`config.mk`:
```
export PLATFORM = sky130hd
export DESIGN_NAME = phi_setpoint_sequencer
export DESIGN_NICKNAME = d
export VERILOG_FILES = /design/src/rtl/phi_setpoint_sequencer.sv
export SDC_FILE = /design/constraint.sdc
export NUM_CORES = 1
export LEC_CHECK = 0
export ABC_AREA = 1
export CAP_MARGIN = 20
export CORE_MARGIN = 5
export CORE_UTILIZATION = 45
export DETAILED_ROUTE_END_ITERATION = 10
export PLACE_DENSITY = 0.73
export SYNTH_ARGS = -nofsm -noshare
export SYNTH_HDL_FRONTEND = slang
export SYNTH_SLANG_ARGS = --single-unit
```
`constraint.sdc`:
```
create_clock -name i_clock -period 3.6 [get_ports i_clock]
set_input_delay 0.54 -clock i_clock [delete_from_list [all_inputs] [get_ports i_clock]]
set_output_delay 0.54 -clock i_clock [all_outputs]
set_load 0.005 [all_outputs]
```
`src/rtl/phi_setpoint_sequencer.sv`:
```
// Debounced up/down push-buttons -> saturated phase-angle target, slewed one degree
// per armed safe-update strobe. Define PHI_SEG_EN to add 7-segment target outputs.
module phi_setpoint_sequencer #(
    parameter int unsigned DEBOUNCE_CYCLES = 50000,
    parameter int unsigned REPEAT_DELAY    = 25000000,
    parameter int unsigned REPEAT_PERIOD   = 5000000,
    parameter int unsigned STEP            = 5,
    parameter int unsigned PHI_MIN         = 0,
    parameter int unsigned PHI_MAX         = 90,
    parameter int unsigned PHI_INIT        = 45,
    parameter int unsigned RAMP_DIV        = 1000
) (
    input  logic        i_clock,
    input  logic        i_reset,
    input  logic        i_increase,
    input  logic        i_decrease,
    input  logic        i_sync,
    output logic [31:0] o_phi32,
    output logic [8:0]  o_target,
    output logic        o_update,
    output logic        o_busy,
    output logic        o_limit
`ifdef PHI_SEG_EN
    ,
    output logic [7:0]  o_seg0,
    output logic [7:0]  o_seg1,
    output logic [7:0]  o_seg2
`endif
);

    localparam int unsigned DB_W   = $clog2(DEBOUNCE_CYCLES + 1);
    localparam int unsigned HR_MAX = (REPEAT_DELAY > REPEAT_PERIOD) ? REPEAT_DELAY : REPEAT_PERIOD;
    localparam int unsigned HR_W   = $clog2(HR_MAX + 1);
    localparam int unsigned TK_W   = $clog2(RAMP_DIV + 1);
    localparam logic LIMIT_INIT    = (PHI_INIT == PHI_MIN) || (PHI_INIT == PHI_MAX);

    typedef enum logic [1:0] {IDLE, STEP_FIRST, HOLD, REPEAT} state_t;

    // bit 0 = increase button, bit 1 = decrease button
    logic [1:0]      inc_sync_q, dec_sync_q;
    logic [1:0]      smp;
    logic [1:0]      deb_q, deb_prev_q;
    logic [DB_W-1:0] db_cnt_q [2];
    logic [1:0]      press;
    logic            both_low;

    state_t          state_q, state_d;
    logic            dir_q, dir_d;
    logic [HR_W-1:0] hr_cnt_q, hr_cnt_d;
    logic            lock_q, lock_d;
    logic            do_step;
    logic            released;

    logic [8:0]      tgt_q, tgt_d;
    logic [9:0]      tgt_w, up_w, sel_w;

    logic [8:0]      phi_q;
    logic [TK_W-1:0] tick_q;
    logic            arm_q;
    logic            upd_q, busy_q, limit_q;

    assign smp      = {dec_sync_q[1], inc_sync_q[1]};
    assign press    = deb_prev_q & ~deb_q;
    assign both_low = (deb_q == 2'b00);
    assign released = dir_q ? deb_q[0] : deb_q[1];

    // Two-flop synchronizers plus per-button debounce counters
    always_ff @(posedge i_clock) begin
        if (i_reset) begin
            inc_sync_q  <= 2'b11;
            dec_sync_q  <= 2'b11;
            deb_q       <= 2'b11;
            deb_prev_q  <= 2'b11;
            db_cnt_q[0] <= '0;
            db_cnt_q[1] <= '0;
        end else begin
            inc_sync_q <= {inc_sync_q[0], i_increase};
            dec_sync_q <= {dec_sync_q[0], i_decrease};
            deb_prev_q <= deb_q;
            for (int b = 0; b < 2; b++) begin
                if (smp[b] == deb_q[b]) begin
                    db_cnt_q[b] <= '0;
                end else if (db_cnt_q[b] == DB_W'(DEBOUNCE_CYCLES - 1)) begin
                    deb_q[b]    <= smp[b];
                    db_cnt_q[b] <= '0;
                end else begin
                    db_cnt_q[b] <= db_cnt_q[b] + DB_W'(1);
                end
            end
        end
    end

    always_ff @(posedge i_clock) begin
        if (i_reset) begin
            state_q  <= IDLE;
            dir_q    <= 1'b0;
            hr_cnt_q <= '0;
            lock_q   <= 1'b0;
        end else begin
            state_q  <= state_d;
            dir_q    <= dir_d;
            hr_cnt_q <= hr_cnt_d;
            lock_q   <= lock_d;
        end
    end

    // Button FSM; both buttons low locks out service until both are released
    always_comb begin
        state_d  = state_q;
        dir_d    = dir_q;
        hr_cnt_d = hr_cnt_q;
        lock_d   = lock_q;
        do_step  = 1'b0;
        if (both_low) begin
            state_d  = IDLE;
            lock_d   = 1'b1;
            hr_cnt_d = '0;
        end else begin
            if (deb_q == 2'b11) begin
                lock_d = 1'b0;
            end
            unique case (state_q)
                IDLE: begin
                    if (!lock_q && (press != 2'b00)) begin
                        state_d = STEP_FIRST;
                        dir_d   = press[0];
                    end
                end
                STEP_FIRST: begin
                    do_step  = 1'b1;
                    hr_cnt_d = '0;
                    state_d  = HOLD;
                end
                HOLD: begin
                    if (released) begin
                        state_d = IDLE;
                    end else if (hr_cnt_q == HR_W'(REPEAT_DELAY - 1)) begin
                        state_d  = REPEAT;
                        hr_cnt_d = '0;
                    end else begin
                        hr_cnt_d = hr_cnt_q + HR_W'(1);
                    end
                end
                REPEAT: begin
                    if (released) begin
                        state_d = IDLE;
                    end else if (hr_cnt_q == HR_W'(REPEAT_PERIOD - 1)) begin
                        do_step  = 1'b1;
                        hr_cnt_d = '0;
                    end else begin
                        hr_cnt_d = hr_cnt_q + HR_W'(1);
                    end
                end
                default: state_d = IDLE;
            endcase
        end
    end

    // Saturating step arithmetic, one bit wider than the target so nothing wraps
    always_comb begin
        tgt_w = {1'b0, tgt_q};
        up_w  = tgt_w + 10'(STEP);
        if (dir_q) begin
            sel_w = (up_w > 10'(PHI_MAX)) ? 10'(PHI_MAX) : up_w;
        end else begin
            sel_w = (tgt_w < 10'(PHI_MIN + STEP)) ? 10'(PHI_MIN) : (tgt_w - 10'(STEP));
        end
        tgt_d = do_step ? 9'(sel_w) : tgt_q;
    end

    always_ff @(posedge i_clock) begin
        if (i_reset) begin
            tgt_q <= 9'(PHI_INIT);
        end else begin
            tgt_q <= tgt_d;
        end
    end

    // Slew engine: arm after RAMP_DIV cycles, commit one degree on an armed sync
    always_ff @(posedge i_clock) begin
        if (i_reset) begin
            phi_q   <= 9'(PHI_INIT);
            tick_q  <= '0;
            arm_q   <= 1'b0;
            upd_q   <= 1'b0;
            busy_q  <= 1'b0;
            limit_q <= LIMIT_INIT;
        end else begin
            upd_q <= 1'b0;
            if (arm_q && i_sync && (phi_q != tgt_q)) begin
                phi_q  <= (phi_q < tgt_q) ? (phi_q + 9'd1) : (phi_q - 9'd1);
                upd_q  <= 1'b1;
                arm_q  <= 1'b0;
                tick_q <= '0;
            end else if (!arm_q) begin
                if (tick_q == TK_W'(RAMP_DIV - 1)) begin
                    arm_q  <= 1'b1;
                    tick_q <= '0;
                end else begin
                    tick_q <= tick_q + TK_W'(1);
                end
            end
            busy_q  <= (phi_q != tgt_q);
            limit_q <= (tgt_q == 9'(PHI_MIN)) || (tgt_q == 9'(PHI_MAX));
        end
    end

    assign o_phi32  = {23'd0, phi_q};
    assign o_target = tgt_q;
    assign o_update = upd_q;
    assign o_busy   = busy_q;
    assign o_limit  = limit_q;

`ifdef PHI_SEG_EN
    // Active-low segments, a on bit 0 through g on bit 6
    function automatic logic [6:0] seg7(input logic [3:0] d);
        case (d)
            4'd0:    seg7 = 7'b1000000;
            4'd1:    seg7 = 7'b1111001;
            4'd2:    seg7 = 7'b0100100;
            4'd3:    seg7 = 7'b0110000;
            4'd4:    seg7 = 7'b0011001;
            4'd5:    seg7 = 7'b0010010;
            4'd6:    seg7 = 7'b0000010;
            4'd7:    seg7 = 7'b1111000;
            4'd8:    seg7 = 7'b0000000;
            4'd9:    seg7 = 7'b0010000;
            default: seg7 = 7'b1111111;
        endcase
    endfunction

    logic [3:0] bcd0, bcd1, bcd2;

    always_comb begin
        bcd2 = 4'(tgt_q / 9'd100);
        bcd1 = 4'((tgt_q / 9'd10) % 9'd10);
        bcd0 = 4'(tgt_q % 9'd10);
    end

    always_ff @(posedge i_clock) begin
        if (i_reset) begin
            o_seg0 <= 8'hFF;
            o_seg1 <= 8'hFF;
            o_seg2 <= 8'hFF;
        end else begin
            o_seg0 <= {1'b1, seg7(bcd0)};
            o_seg1 <= {1'b1, seg7(bcd1)};
            o_seg2 <= {1'b1, seg7(bcd2)};
        end
    end
`endif

endmodule

```
==> reports/metrics.csv, run 1 <==
stage,metric,value,unit
run_status,outcome,"complete, no violations",
global_routing,antenna_found_initial,0,
synth,synth_common_cells,"nand2_1 (201), nor2_1 (109), inv_1 (100), a21oi_1 (75), dfxtp_1 (69)",
synth,synth_warnings,0,
pwr,powerDensity,330,nW/µm²
synth,avgSynthCellArea,7.15,µm²
die,die-area,16700,µm²
cells_and_area,post-route-util,51.1,%
die,fp-row-count,43,
min_path,hp-class,register to register,
clock_tree,cts.clk_slew.worst_paths,70,ps
cells_and_area,nFillCells,1356,
die,ios,49,
synth,ys_seq_elements,101,
worst_setup_path,cp-start-kind,register,
global_routing,track_usage,16.9,%
synth,netlist_area,6420,µm²
sta,hold_violations,0,
clock_tree,cts_tree,done,
worst_setup_path,crit_top_cell,nand2_1,
route,first_iter_violations,446,
cells_and_area,final_nets,982,
worst_setup_path,cp_cell_sequence,"inv_1, ha_1, a21oi_1, o21ai_0, nand2_1, nand3_1, ha_1, nand2_1, o21ai_0, nand2_1, nand2_1, inv_1, nand2_1, nand2_1, a21oi_1, nor2_1",
worst_setup_path,cpPeakStageDelay,540,ps
synth,ys.flop_type,dfxtp_1,
sta,fmax,320,MHz
synth,synthTopCellsByArea,"dfxtp_1 (22%), edfxtp_1 (15%), nand2_1 (12%)",
worst_setup_path,cp_max_fo,12,
synth,syn_inst,898,
placed_design,io_buffers,25,
clock_tree,cts_sinks,101,
worst_setup_path,required,3850,ps
die,coreArea,13900,µm²
global_routing,grt_pass1_vias,5135,
die,start_util,46.1,%
die,dieHeight,129,µm
pwr,leakagePower,3.00,nW
clock_tree,clk_latency,350,ps
route,drt_wl_total,13700,µm
cells_and_area,antenna_cells,0,
route,wire_per_inst,12.1,µm
worst_setup_path,critPathArrivalTime,3370,ps
clock_tree,cts_inserted_buffers,9,
clock_tree,cts_setup_buffers,0,
clock_tree,cts_buffer_depth,2,
route,ant_nets,0,
sta,finalSetupViolations,0,
global_routing,grt-ovfl-total,0,
synth,synth_top_cell_by_area,dfxtp_1,
sta,final.setup.tns,0,ps
sta,max-slew-margin-rel,53.8,%
clock_tree,ctsResizeCount,0,
cells_and_area,area_growth,10.9,%
clock_tree,root_buffer,clkbuf_16,
route,num_vias,5754,
sta,tightest_slew,691,ps
sta,fin_crit_sh,86.8,%
synth,synth-edff-count,32,
route,drcViolationCount,0,
global_routing,grt_pass1_wl,23300,µm
flow_run,cap_violations,0,
worst_setup_path,path_class,register to register,
synth,async_reset_ff_share,0,%
clock_tree,hold_buffers,0,
sta,report.final.slew_viol_count,0,
sta,post-route-min-period,3120,ps
pwr,ir_worst_vdd,289,µV
synth,seq_area_frac_synth,36.5,%
sta,grt_setup_unrepaired,false,
global_routing,grt_max_degree,20,
clock_tree,cts_max_level,3,
worst_setup_path,critPathSlowestCell,dfxtp_1,
placed_design,dp_hpwl,10300,µm
placed_design,gp_congestion,0.936,
synth,yosysMostFrequentCell,nand2_1,
synth,synth_cell_types,47,
route,viasPerCell,5.07,
route,firstDrtPassIters,5,
cells_and_area,drive_above_1_share,7.02,%
worst_setup_path,cp-end-kind,register,
synth,synth_top_area_share,21.5,%
die,fp.dieW,129,µm
sta,clock_skew,8.19,ps
[worst paths after layout]
check	startpoint	end	slack, ps	depth (start not counted)
setup / recovery	o_target[4]	phi_q[8]	480	16
hold / removal	dec_sync_q[0]	dec_sync_q[1]	410	1
setup reg to reg	o_target[4]	phi_q[8]	480	16
hold reg to reg	dec_sync_q[0]	dec_sync_q[1]	410	1
[power by group]
group	switching, mW	leakage (nW)	internal, mW
combinational	0.112	1.97	0.0678
clock	0.465	0.144	0.486
sequential	0.0200	0.888	1.20
[cells by family (layout without fill, tap and decap cells)]
family | Yosys count | after routing | share of synthesized area (%)
AOI/OAI and AO/OA | 123 | 123 | 10.5
DFF | 101 | 101 | 36.5
and+or+nand+nor | 481 | 481 | 34.5
adders and majority gates | 27 | 27 | 5.38
buffers and inverters | 147 | 151 | 10.7
xor gates and xnor gates | 17 | 17 | 2.32
other | 2 | 55 | 0.117
[registers in the layout, indices dropped and copies added, names as in the netlist]
name / flops
hr_cnt_q: 25
arm_q: 1
lock_q: 1
dir_q: 1
o_target: 9
state_q: 2
o_busy: 1
deb_q: 2
phi_q: 9
o_limit: 1
db_cnt_q: 32
o_update: 1
inc_sync_q: 2
deb_prev_q: 2
dec_sync_q: 2
tick_q: 10
[stage by stage]
| stage | hold WS [ps] | instances | power [mW] | cell area (µm²) | setup WS [ps] |
|---|---|---|---|---|---|
| 5_1_grt | 443 | 1135 | 2.46 | 7120 | 138 |
| 3_3_place_gp | 393 | 1119 | 1.42 | 6830 | 610 |
| 3_5_place_dp | 402 | 1119 | 1.42 | 6830 | 517 |
| 4_1_cts | 415 | 1135 | 2.38 | 7120 | 514 |
| 2_1_floorplan | 389 | 951 | 1.39 | 6620 | 867 |
| 6_report | 415 | 1135 | 2.35 | 7120 | 476 |
[cells in the final DEF, fill, tap and decap left out, types with 6 or more instances in the layout]
cell type	n
nor3_1	35
nand2_1	201
or2_2	10
o21ai_0	22
nor3b_1	6
conb_1	55
nand3_1	45
ha_1	26
a21oi_1	75
inv_2	7
nor4_1	6
edfxtp_1	32
nand4_1	30
clkdlybuf4s50_1	25
nand2_2	12
xor2_1	15
clkbuf_16	9
nor2_1	109
dfxtp_1	69
inv_1	100
[per-layer routing]
layer	global-route usage [%]	routed length [µm]	share of wire [%]
met4	5.20	223	1.6
met2	27.3	6240	46
met1	22.4	6540	48
met3	4.45	703	5.1
met5	0	0	0
[worst max-delay path: cells and delay by family (launching register included)]
kind | cells | cell delay, ps
buffers and inverters | 2 | 200
adder cells (fa/ha/maj) | 2 | 830
AND/OR/NAND/NOR | 8 | 810
AO/OA/AOI/OAI | 4 | 650
flip-flops | 1 | 540
[area by class of cell]
type	instances	area [µm²]	area share, %
flip-flops and latches	101	2340	32.9
well taps	180	225	3.17
clock inverters	7	63.8	0.897
repair buffers	28	273	3.83
multi-input cells	703	3580	50.4
inverters	107	402	5.64
clock buffers	9	225	3.17
Note: power is estimated with default switching activity, not from simulation.
==> inputs of run 2 (changes only) <==
==> constraint.sdc (replaced) <==
create_clock -name i_clock -period 3.8 [get_ports i_clock]
set_input_delay 0.57 -clock i_clock [delete_from_list [all_inputs] [get_ports i_clock]]
set_output_delay 0.57 -clock i_clock [all_outputs]
set_load 0.005 [all_outputs]
==> reports/metrics.csv, run 2 (synthesis results as in run 1) <==
stage,metric,value,unit,change
worst_setup_path,cpPeakStageDelay,570,ps,was 540 ps
worst_setup_path,cp-start-kind,register,,unchanged
sta,tightest_slew,676,ps,was 691 ps
cells_and_area,post-route-util,51.2,%,was 51.1%
flow_run,cap_violations,0,,unchanged
cells_and_area,fin_cells,1134,,was 1135
clock_tree,hold_buffers,0,,unchanged
route,first_iter_violations,435,,was 446
sta,whs,408,ps,was 415 ps
clock_tree,cts.clk_slew.worst_paths,70,ps,about the same
route,dr_wl_met2,6170,µm,was 6240 µm
worst_setup_path,cp_cell_sequence,"inv_1, ha_1, nand2_1, o21ai_0, nand2_1, nand3_1, inv_1, fa_1, o21ai_0, nand2_1, nand2_1, inv_1, nand2_1, nand2_1, a21oi_1, nor2_1",,"was inv_1, ha_1, a21oi_1, o21ai_0, nand2_1, nand3_1, ha_1, nand2_1, o21ai_0, nand2_1, nand2_1, inv_1, nand2_1, nand2_1, a21oi_1, nor2_1"
worst_setup_path,cp_top_family,simple AND/OR/NAND/NOR gates,,was adder cells
clock_tree,clk_latency,360,ps,was 350 ps
placed_design,io_buffers,25,,unchanged
worst_setup_path,path_class,register to register,,unchanged
route,drcViolationCount,0,,unchanged
global_routing,antenna_found_initial,0,,unchanged
worst_setup_path,critPathBufInv,3,,was 2
global_routing,grt_max_degree,20,,unchanged
placed_design,placed_area,6820,µm²,was 6830 µm²
sta,layout_setup_ws,669,ps,was 476 ps
global_routing,grt_pass1_wl,22800,µm,was 23300 µm
placed_design,place_inst,1118,,was 1119
route,firstDrtPassIters,5,,unchanged
route,viasPerCell,5.00,,was 5.07
die,ios,49,,unchanged
clock_tree,cts_max_level,3,,unchanged
placed_design,dp_hpwl,10200,µm,was 10300 µm
pwr,power,2.30,mW,was 2.35 mW
clock_tree,ctsResizeCount,0,,unchanged
clock_tree,cts_tree,done,,unchanged
worst_setup_path,r2r_slack,670,ps,was 480 ps
route,wire_per_inst,12.0,µm,was 12.1 µm
route,drt_wl_total,13600,µm,was 13700 µm
worst_setup_path,crit_top_cell,nand2_1,,unchanged
sta,hold_violations,0,,unchanged
sta,clock_skew,10.0,ps,was 8.19 ps
global_routing,grt_pass1_vias,5002,,was 5135
sta,final.setup.tns,0,ps,unchanged
worst_setup_path,cp_max_fo,12,,unchanged
clock_tree,root_buffer,clkbuf_16,,unchanged
sta,report.final.slew_viol_count,0,,unchanged
route,top_layer_used,met4,,unchanged
route,num_vias,5669,,was 5754
cells_and_area,final_nets,981,,was 982
die,die-area,16700,µm²,unchanged
die,coreArea,13900,µm²,unchanged
pwr,ir_worst_vdd,226,µV,was 289 µV
cells_and_area,largest_reg_flops,32,,unchanged
cells_and_area,final_cell_mix,"nand2_1 (201), nor2_1 (109), inv_1 (100), a21oi_1 (75), dfxtp_1 (69)",,unchanged
cells_and_area,top_register,db_cnt_q,,unchanged
cells_and_area,top_regs,"db_cnt_q: 32 flops, hr_cnt_q: 25 flops, tick_q: 10 flops",,unchanged
sta,fin_crit_sh,82.4,%,was 86.8%
pwr,powerDensity,322,nW/µm²,was 330 nW/µm²
cells_and_area,area_growth,11.2,%,was 10.9%
route,ant_nets,0,,unchanged
run_status,outcome,"complete, no violations",,unchanged
global_routing,grt-ovfl-total,0,,unchanged
sta,grt_setup_unrepaired,false,,unchanged
cells_and_area,antenna_cells,0,,unchanged
min_path,hp-class,register to register,,unchanged
clock_tree,cts_inserted_buffers,9,,unchanged
die,fp-row-count,43,,unchanged
cells_and_area,drive_above_1_share,6.92,%,was 7.02%
worst_setup_path,required,4050,ps,was 3850 ps
sta,fmax,319,MHz,was 320 MHz
pwr,leakagePower,3.01,nW,was 3.00 nW
die,start_util,46.1,%,unchanged
route,wl_met3,557,µm,was 703 µm
sta,post-route-min-period,3130,ps,was 3120 ps
worst_setup_path,critPathSlowestCell,dfxtp_1,,unchanged
global_routing,track_usage,16.6,%,was 16.9%
worst_setup_path,critPathArrivalTime,3390,ps,was 3370 ps
clock_tree,cts_buffer_depth,2,,unchanged
die,fp.dieW,129,µm,unchanged
clock_tree,cts_sinks,101,,unchanged
placed_design,place_ws,720,ps,was 517 ps
sta,max-slew-margin-rel,54.8,%,was 53.8%
route,m1WireLength,6660,µm,was 6540 µm
cells_and_area,nFillCells,1358,,was 1356
placed_design,gp_congestion,0.938,,was 0.936
cells_and_area,final_common_cell,nand2_1,,unchanged
cells_and_area,final_area,7140,µm²,was 7120 µm²
die,dieHeight,129,µm,unchanged
sta,finalSetupViolations,0,,unchanged
clock_tree,cts_setup_buffers,0,,unchanged
worst_setup_path,cp-end-kind,register,,unchanged
[run 2: final timing paths]
check / end / start / cells after the start
hold reg to reg: dec_sync_q[1] / dec_sync_q[0] / 1
setup reg to reg: phi_q[8] / o_target[4] / 16
hold / removal: dec_sync_q[1] / dec_sync_q[0] / 1
setup / recovery: phi_q[8] / o_target[4] / 16
[run 2: layer usage]
layer  global-route usage, %  vias up
met4                    4.95        0
li1                        -     2989
met3                    3.87       18
met5                       0        -
met1                    22.1     2542
met2                    27.0      120
[run 2: area by class of cell]
cell class              instances  area [µm²]  share of cell area [%]
clock buffers                   9         225                    3.16
clock inverters                 7        92.6                    1.30
inverters                     107         402                    5.63
multi-input cells             703        3580                    50.2
flip-flops and latches        101        2340                    32.8
well taps                     180         225                    3.16
repair buffers                 27         265                    3.72
[run 2: power by group]
part,switching (mW),internal [mW],total (mW)
sequential,0.0187,1.13,1.15
combinational,0.106,0.0634,0.169
clock,0.449,0.528,0.978
total,0.574,1.72,2.30
